## src/rtl/fft_pkg.sv

```systemverilog
// Shared constants and state encoding for the 32-point FFT memory sequencer.
package fft_pkg;

    localparam int FFT_N      = 32;
    localparam int LOG2N      = 5;
    localparam int NUM_STAGES = 5;
    localparam int NUM_BFLY   = 16;

    typedef enum logic [2:0] {
        IDLE,
        LOAD,
        COMPUTE,
        UNLOAD,
        DONE
    } state_t;

endpackage

```

## src/rtl/fft_bfly_addr_gen.sv

```systemverilog
// Radix-2 in-place butterfly addressing: maps (stage, butterfly index) to the
// G/H memory addresses and the twiddle ROM index. Purely combinational.
module fft_bfly_addr_gen
    import fft_pkg::*;
(
    input  logic [2:0]       stage,
    input  logic [3:0]       k,
    output logic [LOG2N-1:0] g,
    output logic [LOG2N-1:0] h,
    output logic [3:0]       tw
);

    logic [4:0] kx;
    logic [4:0] span;
    logic [4:0] msk;
    logic [3:0] klo;

    // G inserts a zero at bit position 'stage'; H sets that bit; twiddle scales the low bits
    always_comb begin
        kx   = {1'b0, k};
        span = 5'd1 << stage;
        msk  = span - 5'd1;
        g    = ((kx >> stage) << (stage + 3'd1)) | (kx & msk);
        h    = g + span;
        klo  = k & msk[3:0];
        tw   = klo << (3'd4 - stage);
    end

endmodule

```

## src/rtl/fft_mem_ctrl.sv

```systemverilog
// Sequencer for the 32-point in-place FFT memory: load, five butterfly stages
// with alternating read/write address phases, then natural-order unload.
// Optional macro FFT_CTRL_PERF_CNT_EN enables the busy-cycle counter on
// cycle_count; without it cycle_count is tied to zero.
module fft_mem_ctrl
    import fft_pkg::*;
#(
    parameter int N      = 32,
    parameter int WR_LAG = 2,
    parameter int RD_LAT = 2
) (
    input  logic             clk,
    input  logic             clear,
    input  logic             start,
    input  logic             in_valid,
    output logic             in_ready,
    output logic             load_data_write,
    output logic [LOG2N-1:0] load_data_addr,
    output logic             bank0_write_en,
    output logic             bank1_write_en,
    output logic             rw_addr_en,
    output logic             bank_read_sel,
    output logic [LOG2N-1:0] read_G_addr,
    output logic [LOG2N-1:0] read_H_addr,
    output logic [LOG2N-1:0] write_G_addr,
    output logic [LOG2N-1:0] write_H_addr,
    output logic [3:0]       twiddle_addr,
    output logic             out_valid,
    output logic [LOG2N-1:0] out_index,
    output logic             busy,
    output logic             done,
    output logic [15:0]      cycle_count
);

    localparam logic [LOG2N-1:0] LAST_IDX   = LOG2N'(N - 1);
    localparam int               SLOTS      = NUM_BFLY + WR_LAG;
    localparam logic [4:0]       LAST_SLOT  = 5'(SLOTS - 1);
    localparam logic [2:0]       LAST_STAGE = 3'(NUM_STAGES - 1);

    state_t           state;
    state_t           state_nxt;
    logic [2:0]       stage;
    logic [4:0]       slot;
    logic             phase;
    logic [LOG2N-1:0] cnt;
    logic             rd_on;

    logic             vld_p [RD_LAT];
    logic [LOG2N-1:0] idx_p [RD_LAT];

    logic             rd_ok;
    logic             wr_ok;
    logic [3:0]       rd_k;
    logic [3:0]       wr_k;
    logic [5:0]       wr_diff;
    logic [LOG2N-1:0] rd_g;
    logic [LOG2N-1:0] rd_h;
    logic [LOG2N-1:0] wr_g;
    logic [LOG2N-1:0] wr_h;
    logic [3:0]       rd_tw;
    logic [3:0]       wr_tw_unused;
    logic             res_vld;
    logic             last_out;

    // Reads cover slots 0..15; writes trail by WR_LAG slots (borrow means "not yet")
    assign rd_k     = slot[3:0];
    assign rd_ok    = ~slot[4];
    assign wr_diff  = {1'b0, slot} - 6'(WR_LAG);
    assign wr_ok    = (wr_diff[5:4] == 2'b00);
    assign wr_k     = wr_diff[3:0];
    assign res_vld  = (state == UNLOAD) && vld_p[RD_LAT-1];
    assign last_out = res_vld && (idx_p[RD_LAT-1] == LAST_IDX);

    fft_bfly_addr_gen u_rd_addr (
        .stage (stage),
        .k     (rd_k),
        .g     (rd_g),
        .h     (rd_h),
        .tw    (rd_tw)
    );

    fft_bfly_addr_gen u_wr_addr (
        .stage (stage),
        .k     (wr_k),
        .g     (wr_g),
        .h     (wr_h),
        .tw    (wr_tw_unused)
    );

    // State register
    always_ff @(posedge clk) begin
        if (clear) state <= IDLE;
        else       state <= state_nxt;
    end

    // Next-state decode and all memory-control outputs
    always_comb begin
        state_nxt       = state;
        in_ready        = 1'b0;
        load_data_write = 1'b0;
        load_data_addr  = '0;
        bank0_write_en  = 1'b0;
        bank1_write_en  = 1'b0;
        rw_addr_en      = 1'b0;
        bank_read_sel   = 1'b0;
        read_G_addr     = '0;
        read_H_addr     = '0;
        write_G_addr    = '0;
        write_H_addr    = '0;
        twiddle_addr    = '0;
        out_valid       = 1'b0;
        out_index       = '0;
        busy            = 1'b0;
        done            = 1'b0;
        case (state)
            IDLE: begin
                if (start) state_nxt = LOAD;
            end
            LOAD: begin
                busy            = 1'b1;
                in_ready        = 1'b1;
                load_data_write = 1'b1;
                load_data_addr  = cnt;
                bank0_write_en  = in_valid;
                if (in_valid && (cnt == LAST_IDX)) state_nxt = COMPUTE;
            end
            COMPUTE: begin
                busy          = 1'b1;
                rw_addr_en    = phase;
                bank_read_sel = stage[0];
                if (!phase && rd_ok) begin
                    read_G_addr  = rd_g;
                    read_H_addr  = rd_h;
                    twiddle_addr = rd_tw;
                end
                if (phase && wr_ok) begin
                    write_G_addr   = wr_g;
                    write_H_addr   = wr_h;
                    bank0_write_en = stage[0];
                    bank1_write_en = ~stage[0];
                end
                if (phase && (slot == LAST_SLOT) && (stage == LAST_STAGE)) state_nxt = UNLOAD;
            end
            UNLOAD: begin
                busy          = 1'b1;
                bank_read_sel = 1'b1;
                if (rd_on) read_G_addr = cnt;
                out_valid = res_vld;
                if (res_vld) out_index = idx_p[RD_LAT-1];
                if (last_out) state_nxt = DONE;
            end
            DONE: begin
                done      = 1'b1;
                state_nxt = IDLE;
            end
            default: state_nxt = IDLE;
        endcase
    end

    // Sample/unload counter and stage/slot/phase sequencing
    always_ff @(posedge clk) begin
        if (clear) begin
            stage <= '0;
            slot  <= '0;
            phase <= 1'b0;
            cnt   <= '0;
            rd_on <= 1'b0;
        end else begin
            case (state)
                LOAD: begin
                    if (in_valid) begin
                        if (cnt == LAST_IDX) cnt <= '0;
                        else                 cnt <= cnt + LOG2N'(1);
                    end
                end
                COMPUTE: begin
                    phase <= ~phase;
                    if (phase) begin
                        if (slot == LAST_SLOT) begin
                            slot <= '0;
                            if (stage == LAST_STAGE) begin
                                stage <= '0;
                                cnt   <= '0;
                                rd_on <= 1'b1;
                            end else begin
                                stage <= stage + 3'd1;
                            end
                        end else begin
                            slot <= slot + 5'd1;
                        end
                    end
                end
                UNLOAD: begin
                    if (rd_on) begin
                        if (cnt == LAST_IDX) rd_on <= 1'b0;
                        else                 cnt   <= cnt + LOG2N'(1);
                    end
                end
                default: begin
                    stage <= '0;
                    slot  <= '0;
                    phase <= 1'b0;
                    cnt   <= '0;
                    rd_on <= 1'b0;
                end
            endcase
        end
    end

    // Unload valid follows each read address by RD_LAT cycles
    always_ff @(posedge clk) begin
        if (clear) begin
            for (int i = 0; i < RD_LAT; i++) vld_p[i] <= 1'b0;
        end else begin
            vld_p[0] <= (state == UNLOAD) && rd_on;
            for (int i = 1; i < RD_LAT; i++) vld_p[i] <= vld_p[i-1];
        end
    end

    // Result index travels alongside its valid
    always_ff @(posedge clk) begin
        idx_p[0] <= cnt;
        for (int i = 1; i < RD_LAT; i++) idx_p[i] <= idx_p[i-1];
    end

`ifdef FFT_CTRL_PERF_CNT_EN
    logic [15:0] perf_cnt;

    // Busy-cycle counter: restarts on start acceptance, holds after done
    always_ff @(posedge clk) begin
        if (clear)                         perf_cnt <= '0;
        else if ((state == IDLE) && start) perf_cnt <= '0;
        else if (busy)                     perf_cnt <= perf_cnt + 16'd1;
    end

    assign cycle_count = perf_cnt;
`else
    assign cycle_count = '0;
`endif

endmodule

```

## config.mk

```make
export PLATFORM = sky130hd
export DESIGN_NAME = fft_mem_ctrl
export DESIGN_NICKNAME = d
export VERILOG_FILES = /design/src/rtl/fft_pkg.sv /design/src/rtl/fft_bfly_addr_gen.sv /design/src/rtl/fft_mem_ctrl.sv
export SDC_FILE = /design/constraint.sdc
export NUM_CORES = 1
export LEC_CHECK = 0
export ABC_AREA = 1
export BUFFER_PORTS_ARGS = -buffer_cell sky130_fd_sc_hd__buf_2
export CAP_MARGIN = 20
export CORE_MARGIN = 4
export CORE_UTILIZATION = 39
export DETAILED_ROUTE_END_ITERATION = 16
export GPL_TIMING_DRIVEN = 1
export PLACE_DENSITY = 0.66
export SLEW_MARGIN = 20
export SYNTH_ARGS = -nofsm -noshare
export SYNTH_HDL_FRONTEND = slang
export SYNTH_SLANG_ARGS = --single-unit
```

## constraint.sdc

```tcl
create_clock -name clk -period 8.11 [get_ports clk]
set_input_delay 1.622 -clock clk [delete_from_list [all_inputs] [get_ports clk]]
set_output_delay 1.622 -clock clk [all_outputs]
set_load 0.05 [all_outputs]
```

* After elaboration in Yosys (flattened, before gate mapping)
Memory sizes are Yosys's and may differ from the RTL's. Index checks and enable logic that the tools add are counted.
Storage, ports and cells: bits in registers 18, output and inout bits 59, word-level logic and storage cells 126, RAM bits 12, memories 2
Cells by class: shift operators 6, bitwise logic cells 12, $add $sub $neg 8, equality and inequality tests 18, reduce and logical (&&, ||, !) cells 18, muxes and demuxes 56
Memories:
- idx_p | words 2, width 5, read ports 2, clocked after memory_dff 0, wr ports 2, line fft_mem_ctrl.sv:49 | logic [LOG2N-1:0] idx_p [RD_LAT];
- vld_p | words 2, width 1, read ports 2, clocked after memory_dff 0, wr ports 2, line fft_mem_ctrl.sv:48 | logic vld_p [RD_LAT];
Operator list (number):
- 5-bit 2-to-1 mux | 20
- 3-bit 2-to-1 mux | 7
- 2-bit inequality test (second input constant) | 10
- 5-bit case mux with 2 select lines | 2
- 1-bit 2-to-1 mux | 18
- 5-bit == test (second input constant) | 3
- 5-bit case mux with 3 select lines | 1
- 3-bit case mux with 4 select lines | 1
- 5-bit by 1-bit adder with 5-bit output (second input constant) | 2
- 5-bit adder | 2
- 4-bit by 5-bit AND with 5-bit output | 2
- 5-bit OR | 2
- 5-bit by 3-bit left shift with 5-bit output | 2
- 4-bit by 3-bit right shift with 5-bit output | 2
- 1-bit logical AND | 8
- 4-bit 2-to-1 mux | 2
- 4-bit AND reduction | 2
- 3-bit by 2-bit == test with 1-bit output (second input constant) | 2
- 3-bit == test (second input constant) | 2
- 1-bit case mux with 2 select lines | 3
- 3-bit case mux with 2 select lines | 1
- 6-bit AND reduction | 1
- 5-bit by 2-bit subtractor with 6-bit output (second input constant) | 1
- 1-bit inverter | 5
- other kinds (16) | 17

* Depth between registers and ports, before layout
depth after elaboration 7, depth in mapped cells 19, depth with buffers taken out 17

* Cells and area by module
Synthesis repeated with hierarchy kept, for this count alone.
Second synthesis, totals: cells, all modules 526, area total of the unflattened synthesis 3294.4 um2
By module, submodules not included:
- fft_mem_ctrl | cells an instance 278, times used 1, area an instance 1905.6 um2
- fft_bfly_addr_gen | cells an instance 124, times used 2, area an instance 694.4 um2

* Least setup slack after synthesis
Ideal clock, no wire load.
path kind register to output, from register stage[0], to output port read_H_addr[4], path slack 3.176 ns, required time 6.488 ns, arrival time 3.312 ns, cell stages (with the launch flop) 17, cells stage by stage dfxtp_1 buf_4 inv_2 buf_2 ha_1 ha_1 inv_1 ha_1 nor2_1 inv_1 nand2_1 inv_1 fa_1 o21ai_0 xor2_1 nor2_1 nor2_1
On the way: cells in the longest elaborated chain, start to end 7, elaborated cells on any way between the ends 10, those cells by class 3 x add/sub; 3 x shift; 2 x mux; 2 x bitwise
RTL lines:
- start: declaration | line fft_mem_ctrl.sv:42 | logic [2:0] stage;
- start signal: assignment | line fft_mem_ctrl.sv:186 | stage <= stage + 3'd1;
- 1-bit by 3-bit left shift with 5-bit output | line fft_bfly_addr_gen.sv:21 | span = 5'd1 << stage;
- 5-bit by 1-bit subtractor with 5-bit output | line fft_bfly_addr_gen.sv:22 | msk = span - 5'd1;
- 4-bit by 5-bit AND with 5-bit output | line fft_bfly_addr_gen.sv:23 | g = ((kx >> stage) << (stage + 3'd1)) | (kx & msk);
- 5-bit OR | line fft_bfly_addr_gen.sv:23
- 5-bit adder (*) | line fft_bfly_addr_gen.sv:24 | h = g + span;
- 5-bit 2-to-1 mux (*) | line fft_mem_ctrl.sv:131 | if (!phase && rd_ok) begin
- 5-bit 2-to-1 mux (*) | line fft_mem_ctrl.sv:115 | case (state)
- end: declaration | line fft_mem_ctrl.sv:24 | output logic [LOG2N-1:0] read_H_addr,
Mark *: on every way between the ends. The rest lies on a longest branch, timed or not.

* Worst setup path in the final report
Ends and elaborated chain as after synthesis.

==> out/metrics.cfg <==
[grt]
grt_overflow = 0
grt_pass1_vias = 2439
grt_first_pass_wirelength_mm = 11.5
antenna_found_initial = 0
grt_max_degree = 20
grt_usage = 0.169

[worst_setup_path]
endpoint_kind = primary output
critPathMaxStageDelay_ns = 0.75
crit_arrival_ns = 3.89
start_kind = flip-flop
path_cells = inv_2, ha_1, ha_1, inv_1, ha_1, nor2_1, inv_1, nand2_1, inv_1, fa_1, o21ai_0, xor2_1, nor2_1, nor2_1, buf_2
cp_num_buf_inv = 5
crit_family = adder cells
path_max_fanout = 19
crit_path_top_delay_cell = dfxtp_1
worstSetupPathType = flip-flop to primary output
required_ns = 6.49

[pwr]
swShare = 0.532
internal_power_mw = 0.449
power_density_nw_per_um2 = 322
ir_drop_v = 0.000176
power_switching_mw = 0.511
p_leak_nw = 1.54
power_frac_clock = 0.153
p_comb_frac = 0.639
seqPwrFrac = 0.208

[job]
max_cap_viol_count = 0

[timing]
min_period_ns = 5.51
setup_tns_ns = 0
fmax_ghz = 0.181
fin_worst_hold_slack_ns = 0.329
worstMarginPinSlew_ns = 0.667
hold_viol_final = 0
drv_slew = 0
finClkSkew_ns = 0.00461
rsz0062_at_grt = false
finalCritPeriodShare = 0.680
setup_violations = 0
max-slew-margin-rel = 0.555

[synthesis]
synthDominantCellAreaShare = 0.227
async_flop_share = 0
syn_inst = 393
yosysMostFrequentCell = nand2_1
yosysTopAreaCell = dfxtp_1
yosys_register_bits = 30
yosys-top-cells-count = nand2_1, inv_1, nor2_1
yosys_warnings = 0
syn-cell-area_um2 = 2640
synth_ff_type = dfxtp_1
syn_avg_cell_area_um2 = 6.72
synth_edf_count = 0
synthDistinctLibCells = 37
yosysSeqAreaShare = 0.227
yosys-top-cells-area = dfxtp_1, nand2_1, ha_1

[floorplan]
rows = 29
dieArea_um2 = 8150
die_y_um = 90.3
start_util = 0.409
die_x_um = 90.3
fp.coreArea_um2 = 6460
io_pins = 63

[finish]
stdcell_area_um2 = 2980
final_util = 0.462
diodes = 0
drive_gt1_frac = 0.209
nets = 468
synthToLayoutAreaGrowth_pct = 13.0

[routing]
met1Wirelength_mm = 3.11
met3RoutedLength_um = 573
drt_pre_antenna_iters = 5
drtIter0Drc = 244
ant_nets = 0
dr_total_vias = 2584
drc = 0
wl_met2_mm = 2.96
routed_wl_mm = 6.81
viasPerCell = 4.99
wl_per_cell_um = 13.1
highest_layer = met4

[placed_design]
gp_congestion = 1.01
dpl.hpwl_mm = 5.67
port_buffers = 46
post_dp_cell_area_um2 = 2880

[clock_tree]
post_cts_buffers = 0
hold_buffers = 0
clk_pin_slew_worst_paths_ns = 0.07
cts_tree = built
cts_sinks = 30
clock-root-buffer = clkbuf_8
cts-buffers-inserted = 5
clk_latency_ns = 0.28
h-tree-depth = 2
ctsResizeCount = 0
clockBufferDepth = 2

[hold_path]
hp-class = flip-flop to flip-flop

[status]
status = completed

-- flip-flops by register name, indices dropped and copies added, names as in the netlist --
register / count
idx_p: 10
cnt: 5
slot: 5
stage: 3
state: 3
vld_p: 2
phase: 1
rd_on: 1
-- final timing paths --
kind / start / end / slack (ns) / cells after the start
worst max register to register: stage[0] / cnt[2] / 5.78 / 9
worst max-delay path: stage[0] / read_H_addr[4] / 2.60 / 15
worst min register to register: idx_p[0][1] / idx_p[0][6] / 0.33 / 0
worst min-delay path: idx_p[0][1] / idx_p[0][6] / 0.33 / 0
-- per-stage QoR --
stage	power, mW	std cells	setup slack [ns]
floorplan	0.698	408	3.18
global placement	0.807	510	3.00
detailed placement	0.809	510	2.94
CTS	0.961	518	2.63
global route	1.04	518	2.32
finish	0.960	518	2.60
-- cell usage in the layout, fill, tap and decap left out, drive strengths merged --
master  netlist  layout
fa            2       2
o22ai         1       1
o32ai         2       2
nand4         2       2
bufinv        0       1
clkbuf        2       5
o21a          1       1
dfxtp        30      30
nand3        23      23
nor3          9       9
ha           22      22
nor2b         1       1
and3          1       1
conb          1      16
nand2        89      89
xnor2         3       3
nor3b         2       2
inv          67      67
o221ai        1       1
nor2         57      57
clkinv        0       2
o211ai        1       1
buf          19      46
a211oi        5       5
xor2          7       7
o21ai        25      25
a21oi        20      20
-- metal layers --
layer  up-vias  GRT usage
met3        14     0.0383
met2       134      0.273
met1      1135      0.220
li1       1301          -
met5         -          0
met4         0     0.0638
-- layout make-up --
cell class                      count  area (µm²)
Sequential cell                    30         601
Tap cell                           77        96.3
Inverter                           67         254
Timing Repair Buffer               46         230
Clock buffer                        5        68.8
Fill cell                         677        3470
Clock inverter                      3        40.0
Multi-Input combinational cell    290        1690
-- power groups by stage --
stage,registers (mW),clock network [mW],logic [mW]
floorplan,0.192,0,0.506
global placement,0.202,0,0.605
detailed placement,0.203,0,0.606
CTS,0.200,0.151,0.610
global route,0.203,0.156,0.680
finish,0.200,0.147,0.613
-- logic make-up (layout without fill, tap and decap cells) --
logic type               count (synthesis)  after routing  synth area share
AND/OR/NAND/NOR                        184            184             0.339
buffers and inverters                   88            121             0.152
AO/OA/AOI/OAI                           56             56             0.127
flip-flops                              30             30             0.227
adder cells (fa/ha/maj)                 24             24             0.119
XOR/XNOR                                10             10            0.0332
other                                    1             16           0.00142
Note: power is estimated with default switching activity, not from simulation.
